[config.mk]
export PLATFORM = sky130hd
export DESIGN_NAME = demux_lane_deserializer_flat
export DESIGN_NICKNAME = d
export VERILOG_FILES = /design/src/rtl/demux_lane_deserializer_pkg.sv /design/src/rtl/demux_lane_deserializer_if.sv /design/src/rtl/demux_lane_deserializer_lane_deser.sv /design/src/rtl/demux_lane_deserializer.sv /design/src/flat_wrapper.sv
export SDC_FILE = /design/constraint.sdc
export NUM_CORES = 1
export LEC_CHECK = 0
export ABC_AREA = 1
export CAP_MARGIN = 15
export CELL_PAD_IN_SITES_DETAIL_PLACEMENT = 0
export CELL_PAD_IN_SITES_GLOBAL_PLACEMENT = 1
export CORE_AREA = 2 2 93 95
export DETAILED_ROUTE_END_ITERATION = 10
export DIE_AREA = 0 0 95 97
export GPL_ROUTABILITY_DRIVEN = 0
export PLACE_DENSITY_LB_ADDON = 0.1
export SKIP_LAST_GASP = 1
export SLEW_MARGIN = 30
export SYNTH_ARGS = -nofsm -noshare
export SYNTH_HDL_FRONTEND = slang
export SYNTH_SLANG_ARGS = --single-unit
[constraint.sdc]
create_clock -name clk -period 3.59 [get_ports clk]
set_input_delay 0.359 -clock clk [delete_from_list [all_inputs] [get_ports clk]]
set_output_delay 0.359 -clock clk [all_outputs]
set_load 0.005 [all_outputs]
[src/rtl/demux_lane_deserializer_pkg.sv]
// Shared constants and helpers for the demux lane deserializer.
package demux_pkg;

  localparam int unsigned NUM_LANES = 4;
  localparam int unsigned SEL_W     = 2;

  // Bit offset of lane n's word inside the packed word_out bus.
  function automatic int unsigned lane_slice(input int unsigned n, input int unsigned width);
    return n * width;
  endfunction

endpackage

[src/rtl/demux_lane_deserializer_if.sv]
// Bit-serial demux input side and per-lane parallel word output side.
interface demux_lane_deserializer_if
  import demux_pkg::*;
#(
  parameter int unsigned WIDTH = 8
);

  logic                       bit_valid;
  logic [SEL_W-1:0]           sel;
  logic                       data_out_0;
  logic                       data_out_1;
  logic                       data_out_2;
  logic                       data_out_3;
  logic [NUM_LANES*WIDTH-1:0] word_out;
  logic [NUM_LANES-1:0]       word_valid;
  logic [NUM_LANES-1:0]       word_ready;
  logic [NUM_LANES-1:0]       overflow;
  logic                       clear_ovf;

  // Drives the serial bits and consumes words.
  modport master (
    output bit_valid, sel, data_out_0, data_out_1, data_out_2, data_out_3, word_ready, clear_ovf,
    input  word_out, word_valid, overflow
  );

  // The deserializer itself.
  modport slave (
    input  bit_valid, sel, data_out_0, data_out_1, data_out_2, data_out_3, word_ready, clear_ovf,
    output word_out, word_valid, overflow
  );

endinterface

[src/rtl/demux_lane_deserializer_lane_deser.sv]
// One lane: MSB-first shift register, bit counter, holding register with
// valid/ready handshake and a sticky overflow flag for dropped words.
module lane_deser #(
  parameter int unsigned WIDTH = 8
) (
  input  logic             clk,
  input  logic             rst,
  input  logic             bit_en,
  input  logic             bit_in,
  input  logic             ready,
  input  logic             clear_ovf,
  output logic [WIDTH-1:0] word,
  output logic             valid,
  output logic             ovf
);

  localparam int unsigned CntW = $clog2(WIDTH);
  localparam logic [CntW-1:0] CntLast = CntW'(WIDTH - 1);

  // Only WIDTH-1 bits need storing; the final bit goes straight into the word.
  logic [WIDTH-2:0] shreg_q, shreg_d;
  logic [CntW-1:0]  cnt_q, cnt_d;
  logic [WIDTH-1:0] word_q, word_d;
  logic             valid_q, valid_d;
  logic             ovf_q, ovf_d;
  logic [WIDTH-1:0] new_word;
  logic             complete;

  assign new_word = {shreg_q, bit_in};
  assign complete = bit_en && (cnt_q == CntLast);

  // Next-state: shift, count, load/drop completed words, handshake, overflow.
  always_comb begin
    shreg_d = shreg_q;
    cnt_d   = cnt_q;
    word_d  = word_q;
    valid_d = valid_q;
    ovf_d   = clear_ovf ? 1'b0 : ovf_q;

    if (valid_q && ready) begin
      valid_d = 1'b0;
    end

    if (bit_en) begin
      shreg_d = new_word[WIDTH-2:0];
      cnt_d   = complete ? '0 : cnt_q + 1'b1;
    end

    if (complete) begin
      if (!valid_q || ready) begin
        word_d  = new_word;
        valid_d = 1'b1;
      end else begin
        // Set wins over a coincident clear.
        ovf_d = 1'b1;
      end
    end
  end

  // State registers with synchronous reset.
  always_ff @(posedge clk) begin
    if (rst) begin
      shreg_q <= '0;
      cnt_q   <= '0;
      word_q  <= '0;
      valid_q <= 1'b0;
      ovf_q   <= 1'b0;
    end else begin
      shreg_q <= shreg_d;
      cnt_q   <= cnt_d;
      word_q  <= word_d;
      valid_q <= valid_d;
      ovf_q   <= ovf_d;
    end
  end

  assign word  = word_q;
  assign valid = valid_q;
  assign ovf   = ovf_q;

endmodule

[src/rtl/demux_lane_deserializer.sv]
// Turns the time-multiplexed 1-to-4 demux output into four parallel word
// streams. The top level only decodes sel and picks the active data bit.
module demux_lane_deserializer
  import demux_pkg::*;
#(
  parameter int unsigned WIDTH = 8
) (
  input logic                       clk,
  input logic                       rst,
  demux_lane_deserializer_if.slave  bus
);

  logic [NUM_LANES-1:0] data_bits;

  assign data_bits = {bus.data_out_3, bus.data_out_2, bus.data_out_1, bus.data_out_0};

  for (genvar n = 0; n < NUM_LANES; n++) begin : g_lane
    localparam int unsigned Off = lane_slice(n, WIDTH);
    logic bit_en;

    assign bit_en = bus.bit_valid && (bus.sel == SEL_W'(n));

    lane_deser #(
      .WIDTH(WIDTH)
    ) u_lane (
      .clk      (clk),
      .rst      (rst),
      .bit_en   (bit_en),
      .bit_in   (data_bits[n]),
      .ready    (bus.word_ready[n]),
      .clear_ovf(bus.clear_ovf),
      .word     (bus.word_out[Off +: WIDTH]),
      .valid    (bus.word_valid[n]),
      .ovf      (bus.overflow[n])
    );
  end

endmodule

[src/flat_wrapper.sv]
// flat-port wrapper written by rule: the top's interface ports become plain ports
module demux_lane_deserializer_flat import demux_pkg::*;
#(
  parameter int unsigned WIDTH = 8
)
  (clk, rst, bus_bit_valid, bus_sel, bus_data_out_0, bus_data_out_1, bus_data_out_2, bus_data_out_3, bus_word_ready, bus_clear_ovf, bus_word_out, bus_word_valid, bus_overflow);
  demux_lane_deserializer_if #(.WIDTH(WIDTH)) bus_i ();
  input logic clk;
  input logic rst;
  input wire logic [$bits(bus_i.bit_valid)-1:0] bus_bit_valid;
  input wire logic [$bits(bus_i.sel)-1:0] bus_sel;
  input wire logic [$bits(bus_i.data_out_0)-1:0] bus_data_out_0;
  input wire logic [$bits(bus_i.data_out_1)-1:0] bus_data_out_1;
  input wire logic [$bits(bus_i.data_out_2)-1:0] bus_data_out_2;
  input wire logic [$bits(bus_i.data_out_3)-1:0] bus_data_out_3;
  input wire logic [$bits(bus_i.word_ready)-1:0] bus_word_ready;
  input wire logic [$bits(bus_i.clear_ovf)-1:0] bus_clear_ovf;
  output wire logic [$bits(bus_i.word_out)-1:0] bus_word_out;
  output wire logic [$bits(bus_i.word_valid)-1:0] bus_word_valid;
  output wire logic [$bits(bus_i.overflow)-1:0] bus_overflow;
  assign bus_i.bit_valid = bus_bit_valid;
  assign bus_i.sel = bus_sel;
  assign bus_i.data_out_0 = bus_data_out_0;
  assign bus_i.data_out_1 = bus_data_out_1;
  assign bus_i.data_out_2 = bus_data_out_2;
  assign bus_i.data_out_3 = bus_data_out_3;
  assign bus_i.word_ready = bus_word_ready;
  assign bus_i.clear_ovf = bus_clear_ovf;
  assign bus_word_out = bus_i.word_out;
  assign bus_word_valid = bus_i.word_valid;
  assign bus_overflow = bus_i.overflow;
  demux_lane_deserializer #(.WIDTH(WIDTH)) u_core (.clk(clk), .rst(rst), .bus(bus_i));
endmodule
# [Word level (Yosys, flattened, before mapping)]
# Index checks and enable logic that the tools add are counted.
[word_totals] regBits=80 input_bits=14 elab_cells=84
[op_classes] addsub=4 n_eq_ne=7 n_mux=28 n_reduce_logical=25
[ops] cell="two-way mux 1 bit" count=24
[ops] cell="adder 3 x 1 -> 3 bit, second input constant" count=4
[ops] cell="== test 3 bit, second input constant" count=4
[ops] cell="logical AND 1 bit" count=12
[ops] cell="two-way mux 3 bit" count=4
[ops] cell="AND reduction 2 bit" count=4
[ops] cell="== test 2 bit, second input constant" count=2
[ops] cell="zero test 1 bit" count=4
[ops] cell="logical OR 1 bit" count=4
[ops] cell="== test 2 x 1 -> 1 bit, second input constant" count=1
[ops] cell="zero test 2 bit" count=1

# [Depth between registers and ports, before layout]
[logic_depth] ltp_word=4 depth_mapped=7 mapped_depth_nobuf=7

# [Hierarchy]
# Synthesis repeated with hierarchy kept, for this count alone.
[hier_totals] hier_cells=412 hier_area_um2=3503.4
[modules_own_cells] mod="lane_deser" n_inst=4 cells_per_inst=101 area_each_um2=868.3 seq_area_each_um2=400.4
[modules_own_cells] mod="demux_lane_deserializer" n_inst=1 cells_per_inst=8 area_each_um2=30.0 seq_area_each_um2=0.0

# [Least setup slack after synthesis]
# Ideal clock, no wire load.
[synth_path] path_type="register to register" start="reg u_core.g_lane[3].u_lane.cnt_q[0]" end="reg u_core.g_lane[3].u_lane.word_q[0]" setup_ns=0.111 arrival_time_ns=1.157 required_time_ns=3.479 path_slack_ns=2.322 stages_incl_launch_ff=7 n_path_buf=1 period_less_slack_ns=1.268 cell_sequence="dfxtp_1 -> ha_1 -> ha_1 -> clkbuf_1 -> nand4_1 -> nand2_1 -> nor2_1"
[synth_via] elab_chain_len=3
[synth_rtl] element="from (decl)" line_no="demux_lane_deserializer_lane_deser.sv:22" source="logic [CntW-1:0] cnt_q, cnt_d;"
[synth_rtl] element="from (signal assigned)" line_no="demux_lane_deserializer_lane_deser.sv:70" source="cnt_q <= cnt_d;"
[synth_rtl] element="== test 3 bit" line_no="demux_lane_deserializer_lane_deser.sv:30" source="assign complete = bit_en && (cnt_q == CntLast);"
[synth_rtl] element="logical AND 1 bit" line_no="demux_lane_deserializer_lane_deser.sv:30"
[synth_rtl] element="AND reduction 2 bit (no source line)"
[synth_rtl] element="to (signal assigned)" line_no="demux_lane_deserializer_lane_deser.sv:71" source="word_q <= word_d;"
[synth_rtl] element="to (decl)" line_no="demux_lane_deserializer_lane_deser.sv:23" source="logic [WIDTH-1:0] word_q, word_d;"
# No other way between the ends.
# A chain may end at the register's enable or synchronous reset.

# [Final worst setup path]
[layout_path] start="reg u_core.g_lane[0].u_lane.cnt_q[0]" end="reg u_core.g_lane[0].u_lane.word_q[4]"
[layout_via] elab_chain_len=3
[layout_rtl] element="from (decl)" line_no="demux_lane_deserializer_lane_deser.sv:22"
[layout_rtl] element="from (signal assigned)" line_no="demux_lane_deserializer_lane_deser.sv:70"
[layout_rtl] element="== test 3 bit" line_no="demux_lane_deserializer_lane_deser.sv:30"
[layout_rtl] element="logical AND 1 bit" line_no="demux_lane_deserializer_lane_deser.sv:30"
[layout_rtl] element="AND reduction 2 bit (no source line)"
[layout_rtl] element="to (signal assigned)" line_no="demux_lane_deserializer_lane_deser.sv:71"
[layout_rtl] element="to (decl)" line_no="demux_lane_deserializer_lane_deser.sv:23"
# No other way between the ends.

==> out/results.ini <==
[timing]
slew_headroom_pct = 47.76
fin_crit_sh_pct = 53.11
max_freq_mhz = 524.5
hold_viol = 0
final-setup-viol-count = 0
tns_ns = 0
rsz0062_at_grt = false
period_minus_slack_ns = 1.906
finalMaxSlewViolations = 0
skew_ns = 0.01361
worst_pin_slew_ns = 0.7808

[layout]
antenna_cells = 0
fin_util_pct = 49.05
final_nets = 483
area_delta_synth_final_pct = 22.42
drive_gt1_share_pct = 6.009

[critical_path]
crit_type = reg2reg
crit_arrival_ns = 2.19
start_kind = flip-flop
worstSetupEndpointType = flip-flop
critPathMaxFanout = 11
timing.rr.start = u_core.g_lane[0].u_lane.cnt_q[0]$_SDFFE_PP0P_
cp-startpoint = u_core.g_lane[0].u_lane.cnt_q[0]$_SDFFE_PP0P_
required_ns = 3.87

[logic_synthesis]
synth_area_leaders = dfxtp_1 49%, nor2_1 9.0%, a21oi_1 6.3%
synth_warnings = 0
synthMuxAreaShare_pct = 0
synth-adder-area-share_pct = 3.071
avgSynthCellArea_um2 = 7.742
yosysSeqAreaShare_pct = 49.14
ys_types = 20
synth_top_area_cell = dfxtp_1
synth-xor-area-share_pct = 0
synth-simple-area-share_pct = 24.18
syn-instance-count = 421
synth_area_um2 = 3259
synth.ff_latch_count = 80
netlist.area_leader.share_pct = 49.14
synth_compound_area_share_pct = 12.74
syn-num-nets = 443
synth_top_family_by_area = simple AND/OR/NAND/NOR gates

[status]
status = complete, no violations

[route]
drc = 0
drt_iter0_markers = 43
drt_wl_total_mm = 6.361
firstDrtPassIters = 4
via_per_inst = 4.750
via_count = 2712
ant_nets = 0
wl_per_cell_um = 11.14

[floorplan]
die_h_um = 97
start_util_pct = 40.07
die_w_um = 95
core_area_um2 = 8134
num_io_pins = 54
die_area_um2 = 9215
rows = 33

[cts]
cts_root_buffer = clkbuf_8
cts.sinks = 80
clk_path_buf_depth = 2
postCtsResizedCells = 0
clk_pin_slew_ns = 0.08
cts_tree = yes
cts_buffers = 9
cts_setup_buffers = 0
cts_hold_buf = 0
clock_latency_ns = 0.34
htree_levels = 3

[flow_run]
drv_cap = 0

[global_routing]
antenna_found_initial = 0
grt_pass1_wl_mm = 10.89
grt_usage_pct = 14.63
grt-ovfl-total = 0
grt_pass1_vias = 2537
grt_max_degree = 35

[min_path]
hold_class = reg2reg
hold_start = u_core.g_lane[0].u_lane.shreg_q[6]$_SDFFE_PP0P_

[pwr]
powerDensity_nw_per_um2 = 423.2
ir_drop_mv = 0.1641
p_leak_uw = 0.001589

[place]
portBuffers = 53
dp_hpwl_mm = 4.340

## report_power, final
part           switching [µW]  internal (µW)  leakage, µW
combinational            57.5           37.0     0.000845
clock                     317            360    0.0000948
sequential               9.72            907     0.000649
## logic make-up (layout without fill, tap and decap cells)
group | count (synthesis) | after routing
AOI/OAI and AO/OA | 80 | 80
DFF | 80 | 80
and+or+nand+nor | 177 | 177
buffers and inverters | 76 | 121
adders and majority gates | 8 | 8
## cell usage in the layout, fill, tap and decap left out
master	n
a21oi_1	41
buf_4	4
bufinv_16	1
clkbuf_1	1
clkbuf_8	11
clkdlybuf4s50_1	53
clkinv_1	1
clkinvlp_4	3
dfxtp_1	80
ha_1	8
inv_1	47
nand2_1	49
nand2_2	1
nand2_4	1
nand3_1	17
nand4_1	24
nor2_1	78
nor2_2	3
nor2_4	4
o211a_1	3
o21ai_0	36
## per-layer routing
metal / wire (µm) / global-route usage, %
met1: 3075 / 18.27
met2: 3019 / 23.79
met4: 58 / 6.800
met3: 209 / 3.115
met5: 0 / 0
## state kept, by name, indices dropped and copies added, names as in the netlist
name                          cells
u_core.g_lane.u_lane.shreg_q     28
u_core.g_lane.u_lane.valid        4
u_core.g_lane.u_lane.ovf          4
u_core.g_lane.u_lane.cnt_q       12
u_core.g_lane.u_lane.word        32
## layout make-up
class                           instances  area (µm²)
Fill cell                             813        4144
Sequential cell                        80        1602
Multi-Input combinational cell        265        1309
Timing Repair Buffer                   57       560.5
Inverter                               48       180.2
Clock buffer                           12       155.1
Tap cell                              105       131.4
Clock inverter                          4       52.55
## critical path, stage by stage (launching register included)
cell and delay, ns:
dfxtp_1 0.37, ha_1 0.16, ha_1 0.39, nand3_1 0.22, nor2_1 0.51, nor2_1 0.09, nor2_1 0.11
## cells in the mapped netlist
master and number:
nand2_4 1, clkinv_1 1, nor2_4 3, dfxtp_1 80, nor2_1 78, inv_1 47, nor2_2 4, buf_2 7
ha_1 8, nand2_1 49, nand3_1 17, buf_4 8, clkbuf_1 7, buf_1 2, o21ai_0 36, nand4_1 24
nand2_2 1, buf_6 4, a21oi_1 41, o211a_1 3
## final timing paths
check | slack, ns | cells past startpoint | endpoint
worst max-delay path | 1.68 | 6 | u_core.g_lane[0].u_lane.word[4]$_SDFFE_PP0P_
worst min-delay path | 0.46 | 2 | u_core.g_lane[0].u_lane.shreg_q[6]$_SDFFE_PP0P_
worst max register to register | 1.68 | 6 | u_core.g_lane[0].u_lane.word[4]$_SDFFE_PP0P_
worst min register to register | 0.46 | 2 | u_core.g_lane[0].u_lane.shreg_q[6]$_SDFFE_PP0P_
## per-stage QoR
stage / std cells / power (µW) / setup WS [ns] / hold WS [ns] / cell area (µm²)
CTS: 571 / 1717 / 1.526 / 0.4586 / 3985
global placement: 555 / 1031 / 1.236 / 0.4461 / 3777
global route: 571 / 1770 / 1.463 / 0.4935 / 3990
floorplan: 421 / 1002 / 2.322 / 0.4281 / 3259
finish: 571 / 1689 / 1.684 / 0.4596 / 3990
detailed placement: 555 / 1033 / 1.180 / 0.4481 / 3777
Note: power is estimated with default switching activity, not from simulation.
